### src/rtl/cmp_serial_dr.sv
// Serial dual-rail magnitude comparator: scans DIGIT bits per cycle, MSB slice first.
// Optional macro CMP_SERIAL_EARLY_EXIT_EN: finish on the first differing slice.
//
// state | meaning
// ------+---------------------------------------------------------------
// IDLE  | outputs at spacer, waiting for go with complete operands
// SCAN  | comparing one slice per edge, verdict latched on first difference
// DONE  | result (or err) held until go is sampled low
module cmp_serial_dr #(
    parameter int W      = 8,
    parameter int DIGIT  = 2,
    parameter int SIGNED = 0
) (
    input  logic         clk,
    input  logic         reset_not,
    input  logic         go,
    input  logic [W-1:0] a_1,
    input  logic [W-1:0] a_0,
    input  logic [W-1:0] b_1,
    input  logic [W-1:0] b_0,
    output logic         gt_1,
    output logic         gt_0,
    output logic         eq_1,
    output logic         eq_0,
    output logic         lt_1,
    output logic         lt_0,
    output logic         done,
    output logic         err
);

    localparam int N  = W / DIGIT;
    localparam int CW = (N > 1) ? $clog2(N) : 1;

    typedef enum logic [1:0] {
        IDLE = 2'd0,
        SCAN = 2'd1,
        DONE = 2'd2
    } state_t;

    state_t         state, state_nxt;
    logic [W-1:0]   a_sh, b_sh, a_sh_nxt, b_sh_nxt;
    logic [CW-1:0]  cnt, cnt_nxt;
    logic           gt_q, lt_q, gt_nxt, lt_nxt;
    logic           gt_1_nxt, gt_0_nxt, eq_1_nxt, eq_0_nxt, lt_1_nxt, lt_0_nxt;
    logic           done_nxt, err_nxt;

    logic [W-1:0]     sign_mask;
    logic             pair_bad, pair_ok;
    logic [DIGIT-1:0] a_dig, b_dig;
    logic             slice_gt, slice_lt, decided, last;

    // Flipping the MSB maps two's-complement order onto unsigned order.
    assign sign_mask = (SIGNED != 0) ? (W'(1) << (W - 1)) : '0;
    assign pair_bad  = (|(a_1 & a_0)) | (|(b_1 & b_0));
    assign pair_ok   = (&(a_1 ^ a_0)) & (&(b_1 ^ b_0));
    assign a_dig     = a_sh[W-1 -: DIGIT];
    assign b_dig     = b_sh[W-1 -: DIGIT];
    assign slice_gt  = a_dig > b_dig;
    assign slice_lt  = a_dig < b_dig;
    assign decided   = gt_q | lt_q;
    assign last      = (cnt == '0);

    always_ff @(posedge clk or negedge reset_not) begin
        if (!reset_not) begin
            state <= IDLE;
            a_sh  <= '0;
            b_sh  <= '0;
            cnt   <= '0;
            gt_q  <= 1'b0;
            lt_q  <= 1'b0;
            gt_1  <= 1'b0;
            gt_0  <= 1'b0;
            eq_1  <= 1'b0;
            eq_0  <= 1'b0;
            lt_1  <= 1'b0;
            lt_0  <= 1'b0;
            done  <= 1'b0;
            err   <= 1'b0;
        end else begin
            state <= state_nxt;
            a_sh  <= a_sh_nxt;
            b_sh  <= b_sh_nxt;
            cnt   <= cnt_nxt;
            gt_q  <= gt_nxt;
            lt_q  <= lt_nxt;
            gt_1  <= gt_1_nxt;
            gt_0  <= gt_0_nxt;
            eq_1  <= eq_1_nxt;
            eq_0  <= eq_0_nxt;
            lt_1  <= lt_1_nxt;
            lt_0  <= lt_0_nxt;
            done  <= done_nxt;
            err   <= err_nxt;
        end
    end

    always_comb begin
        state_nxt = state;
        a_sh_nxt  = a_sh;
        b_sh_nxt  = b_sh;
        cnt_nxt   = cnt;
        gt_nxt    = gt_q;
        lt_nxt    = lt_q;
        case (state)
            IDLE: begin
                if (go) begin
                    if (pair_bad) begin
                        state_nxt = DONE;
                    end else if (pair_ok) begin
                        state_nxt = SCAN;
                        a_sh_nxt  = a_1 ^ sign_mask;
                        b_sh_nxt  = b_1 ^ sign_mask;
                        cnt_nxt   = CW'(N - 1);
                        gt_nxt    = 1'b0;
                        lt_nxt    = 1'b0;
                    end
                end
            end
            SCAN: begin
                a_sh_nxt = a_sh << DIGIT;
                b_sh_nxt = b_sh << DIGIT;
                cnt_nxt  = cnt - CW'(1);
                if (!decided) begin
                    gt_nxt = slice_gt;
                    lt_nxt = slice_lt;
                end
                if (last) begin
                    state_nxt = DONE;
                end
`ifdef CMP_SERIAL_EARLY_EXIT_EN
                else if (!decided && (slice_gt || slice_lt)) begin
                    state_nxt = DONE;
                end
`endif
            end
            DONE: begin
                if (!go) begin
                    state_nxt = IDLE;
                    gt_nxt    = 1'b0;
                    lt_nxt    = 1'b0;
                end
            end
            default: begin
                state_nxt = IDLE;
            end
        endcase
    end

    // Outputs are computed for the coming state and registered alongside it.
    always_comb begin
        gt_1_nxt = 1'b0;
        gt_0_nxt = 1'b0;
        eq_1_nxt = 1'b0;
        eq_0_nxt = 1'b0;
        lt_1_nxt = 1'b0;
        lt_0_nxt = 1'b0;
        done_nxt = 1'b0;
        err_nxt  = 1'b0;
        if (state_nxt == DONE) begin
            done_nxt = 1'b1;
            if (state == IDLE) begin
                err_nxt = 1'b1;
            end else if (state == SCAN) begin
                gt_1_nxt = gt_nxt;
                gt_0_nxt = ~gt_nxt;
                lt_1_nxt = lt_nxt;
                lt_0_nxt = ~lt_nxt;
                eq_1_nxt = ~(gt_nxt | lt_nxt);
                eq_0_nxt = gt_nxt | lt_nxt;
            end else begin
                gt_1_nxt = gt_1;
                gt_0_nxt = gt_0;
                eq_1_nxt = eq_1;
                eq_0_nxt = eq_0;
                lt_1_nxt = lt_1;
                lt_0_nxt = lt_0;
                err_nxt  = err;
            end
        end
    end

endmodule
### config.mk
export PLATFORM = sky130hd
export DESIGN_NAME = cmp_serial_dr
export DESIGN_NICKNAME = d
export VERILOG_FILES = /design/src/rtl/cmp_serial_dr.sv
export SDC_FILE = /design/constraint.sdc
export NUM_CORES = 1
export LEC_CHECK = 0
export CAP_MARGIN = 20
export CORE_MARGIN = 10
export CORE_UTILIZATION = 49
export DETAILED_ROUTE_END_ITERATION = 6
export HOLD_SLACK_MARGIN = 0.08
export PLACE_DENSITY = 0.79
export SYNTH_ARGS = -nofsm -noshare
export SYNTH_HDL_FRONTEND = slang
export SYNTH_SLANG_ARGS = --single-unit
export TNS_END_PERCENT = 1
### constraint.sdc
create_clock -name clk -period 2.05 [get_ports clk]
set_input_delay 0.615 -clock clk [delete_from_list [all_inputs] [get_ports clk]]
set_output_delay 0.615 -clock clk [all_outputs]
set_load 0.05 [all_outputs]
* After elaboration in Yosys (flattened, before gate mapping) *
Index checks and enable logic that the tools add are counted.

word-level totals
  word-level logic and storage cells = 95
  output and inout bits = 8
  register bits = 30
  input bits = 35

cells by class
  $lt $le $gt $ge = 2
  bitwise gates (word level) = 11
  multiplexer cells = 52
  equality and inequality tests = 7
  reductions and logical operators = 8
  add/sub/neg operators = 1

operators with widths
  cell                   count
  $mux W8                6
  $mux W1                32
  $pmux W8 S2            2
  $and A8 B8 Y8          2
  $mux W2                8
  $reduce_and A8 Y1      2
  $reduce_or A8 Y1       2
  $xor A8 B8 Y8          2
  $ne A2 B2 Y1 const B   3
  $pmux W1 S3            2
  $pmux W2 S3            1
  $eq A2 B2 Y1 const B   2
  $logic_not A2 Y1       2
  $pmux W2 S2            1
  $reduce_and A4 Y1      1
  $ne A3 B1 Y1 const B   1
  $not A1 Y1             3
  $or A1 B1 Y1           3
  $eq A2 B1 Y1 const B   1
  $gt A2 B2 Y1           1
  $lt A2 B2 Y1           1
  $reduce_bool A2 Y1     1
  $sub A2 B1 Y2 const B  1
  $and A1 B1 Y1          1

* Depth between registers and ports, before layout *
Gate-level depths: netlist of run 1.

  depth in word-level cells = 12
  depth in mapped cells = 7
  depth with buffers taken out = 7

* Worst setup path after synthesis of run 1 *
Ideal clock, no wire load.

  kind = input-to-reg
  start = input port a_1[3]
  end = register a_sh[3]
  arrival = 2219 ps
  data required time = 1925 ps
  stages on the path = 7
  path slack = -294 ps
  path through = ha_1 nand4_2 nor4_4 nand3_4 a21oi_4 buf_12 mux2_4

on the way
  cells in the longest elaborated chain, start to end = 5

RTL lines
  what                                                   RTL line  RTL
  start: declaration                                     17        input logic [W-1:0] a_1,
  $xor A8 B8 Y8 or $and A8 B8 Y8 (tied branches)         55, 54
  $reduce_and A8 Y1 or $reduce_or A8 Y1 (tied branches)  55, 54
  $and A1 B1 Y1 or $or A1 B1 Y1 (tied branches)          55, 54
  $ne A2 B2 Y1 (no line)                                 n/a
  $reduce_and A4 Y1 (no line)                            n/a
  end signal: assignment                                 81        a_sh <= a_sh_nxt;
  end: declaration                                       41        logic [W-1:0] a_sh, b_sh, a_sh_nxt, b_sh_nxt;

Several ways; a longest one is shown, not always the timed one. The select of a mux whose other input is x is not followed.
A chain may end at the register's enable or synchronous reset.

* Final worst setup path of run 1 *
  start = input port a_0[0]
  end = register b_sh[5]

on the way
  cells in the longest elaborated chain, start to end = 5

RTL lines
  what                                                   RTL line  RTL
  start: declaration                                     18        input logic [W-1:0] a_0,
  $xor A8 B8 Y8 or $and A8 B8 Y8 (tied branches)         55, 54
  $reduce_and A8 Y1 or $reduce_or A8 Y1 (tied branches)  55, 54
  $and A1 B1 Y1 or $or A1 B1 Y1 (tied branches)          55, 54
  $ne A2 B2 Y1 (no line)                                 n/a
  $reduce_and A4 Y1 (no line) *                          n/a
  end signal: assignment                                 82        b_sh <= b_sh_nxt;
  end: declaration                                       41

Every way passes the cells marked *; elsewhere a longest branch is shown, timed or not.

==> metrics.txt, run 1 <==
Synth top area share 42.7%; Power Internal 0.875 mW; Seq pwr share 49.3%; worst skew pair latency 0.34 ns; synth unique cells 34; WL/cell 19.1 µm; Mapped Avg Cell Area 10.5 µm²; GPL Wtd Cong 0.878; Main synth FF type dfrtp_1; worst reg2reg setup slack 0.29 ns; Final Skew 0.0133 ns; Yosys top cell by area dfrtp_1; Slew @ Worst Pin 0.481 ns; critical path fanouts, max 7; Final Util 75.9%; Worst Hold Launch eq_0; post-synthesis sequential area ratio 42.7%; num ports 43; total number of yosys warnings 0; clock root buffer clkbuf_4; final wirelength 5330 µm; switch share 28.1%; core footprint 3390 µm²; ys async rst share 100%; Post-DP Area 2360 µm²; design area 2570 µm²; status completed; NetSw 0.343 mW; CP most frequent cell buf_6; TritonRoute pass-1 iters 4; hold endpoint eq_0; Syn Std Cell Area 1760 µm²; Yosys reg bits 30; PD cells 474 nW/µm²; hold crit path type reg -> reg; crit path cell chain buf_6, ha_4, nand4_4, nor4_4, nand3_4, a21oi_4, buf_6, mux2_4; Slew HR 68.0%; largest net degree at the start of global routing 31; # setup viols final 0; dominant cells by area after synthesis dfrtp_1 43%, ha_1 14%, nand2_1 7.9%, mux2_2 4.5%, mux2i_1 3.4%; # H-tree levels 2; crit end category flip-flop; reg2reg end a_sh[4]; hold_buf cts 0; PortBufs 42; Max Buffers Root-to-Sink 2; Critical-path top delay cell nor4_4; VDD IR max 384 µV; hold path depth 1; Critical Path Start a_0[0]; gr usage total 17.8%; Final Max Slew Viols 0; first-pass GRT wire length 8780 µm; CP Launch Type primary input; drt via density 5.56; Reg2Reg Depth 6; vias in the first global route 1753; TritonCTS Buffers 5; DR DRC count 0; Post-synth EDFFs 0; Req. time, crit path 2.27 ns; Post-Syn Nets 221; period utilization 99.2%; Setup TNS 0 ns; R2R Path Start state[0]; Final Critical Period 2.03 ns; CTS tree done; die width 79.9 µm; # rows 21; Mapped Cells 167; diodes inserted 0; share of layout cells above drive strength 1 45.1%; DR iter-0 viols 86; commonest cells after routing, fill and taps aside 36 x nand2_1, 30 x dfrtp_1, 28 x buf_4; Initial Util 51.9%; Overflow after GRT 0; clk slew on worst S/H paths 0.11 ns; CP peak stage delay 0.37 ns; die area 6380 µm²; worst path arrival time 2.25 ns; final hold vios 0; Comb power frac 18.5%; DRT antenna net count 0; initial antenna violation count 0; Area Overhead vs Synth 46.3%; leakage 1.18 nW; unrepaired setup endpoints after global routing true; Clk pwr share 32.2%; max frequency 492 MHz; # Max-Cap Violations 0; Sink Count 30; total number of vias 1552; Die Ht 79.9 µm; most common cell after layout, fill and taps aside nand2_1; CP Class in -> reg; Final #Nets 286; hpwl dp 3700 µm
critical path: cells and delay by family:
| family | cells | cell delay (ns) |
|---|---|---|
| AND/OR/NAND/NOR | 3 | 0.61 |
| adder cells (fa/ha/maj) | 1 | 0.27 |
| buffers and inverters | 2 | 0.28 |
| multiplexers | 1 | 0.31 |
| AO/OA/AOI/OAI | 1 | 0.17 |
layout make-up:
type	count	area, µm²
sequential	30	751
multi-input combinational	123	1200
clock inverter	1	5.00
fill	222	818
clock buffer	7	55.1
tap	46	57.6
timing repair buffer	64	468
inverter	8	30.0
power by group through the flow:
stage / sequential (mW) / combinational, mW / clock [mW]
2_1_floorplan: 0.617 / 0.0606 / 0
3_3_place_gp: 0.611 / 0.182 / 0
3_5_place_dp: 0.611 / 0.189 / 0
4_1_cts: 0.600 / 0.219 / 0.381
5_1_grt: 0.601 / 0.243 / 0.416
6_report: 0.600 / 0.225 / 0.392
cell families (layout without fill, tap and decap cells):
logic type	count (synthesis)	in the layout	synth area share [%]
AOI/OAI and AO/OA	26	26	10.0
adders and majority gates	19	19	13.5
buffers and inverters	14	80	3.99
DFF	30	30	42.7
muxes	17	17	11.3
and+or+nand+nor	61	61	18.4
synthesized netlist by cell type, types with 2 or more instances:
master / n
o2bb2ai_1: 2
nand4_1: 3
o21ai_0: 12
mux2_4: 4
nand2_1: 37
nor2_1: 3
mux2i_1: 6
nor2b_1: 2
a21oi_1: 3
nor4_1: 4
ha_1: 19
clkbuf_1: 4
a31oi_1: 2
dfrtp_1: 30
a32o_1: 2
inv_1: 8
nand4_2: 2
nand2b_1: 2
mux2_2: 7
metrics by stage:
step	hold WS (ns)	worst slack [ns]	power (mW)	std cells
4_1_cts	0.491	-0.0441	1.20	279
3_5_place_dp	0.467	-0.768	0.800	267
2_1_floorplan	0.319	-0.264	0.678	167
5_1_grt	0.527	-0.0430	1.26	279
6_report	0.489	0.0170	1.22	279
3_3_place_gp	0.463	-0.708	0.793	267
worst max-delay path by stage:
stage	end
finish	b_sh[5]
global route	a_sh[2]
CTS	b_sh[3]
detailed placement	a_sh[2]
global placement	b_sh[5]
floorplan	a_sh[3]
metal layers:
| metal | vias to the layer above | global-route usage, % | share of wire [%] |
|---|---|---|---|
| met5 | - | 0 | 0 |
| met4 | 0 | 6.51 | 3.1 |
| met1 | 741 | 19.2 | 39 |
| li1 | 726 | - | - |
| met3 | 15 | 6.64 | 7.1 |
| met2 | 70 | 30.8 | 50 |
repair_timing:
action,in CTS,in global routing
endpoints found under the setup margin,20,16
resized for setup,158,1
setup buffers,3,2
gates cloned,1,0
pin swaps,24,7
flip-flops by register name (all words and copies together), names as in the netlist, 2 cells and up:
| register | flops |
|---|---|
| a_sh | 8 |
| b_sh | 8 |
| cnt | 2 |
| state | 2 |
(Power assumes the default switching activity.)
==> run 2, diff against run 1 <==
- clock period: 2.05 -> 2.1 ns (I/O delays scaled with it)
==> results of run 2 <==
Same layout as run 1 (identical final DEF). Status: completed.
Among the figures that moved: setup slack after placement -0.768 ns -> -0.733 ns; setup slack after layout 0.0170 ns -> 0.0520 ns; register-to-register setup slack 0.29 ns -> 0.34 ns; total power 1.22 mW -> 1.19 mW; worst IR drop on VDD 384 µV -> 375 µV
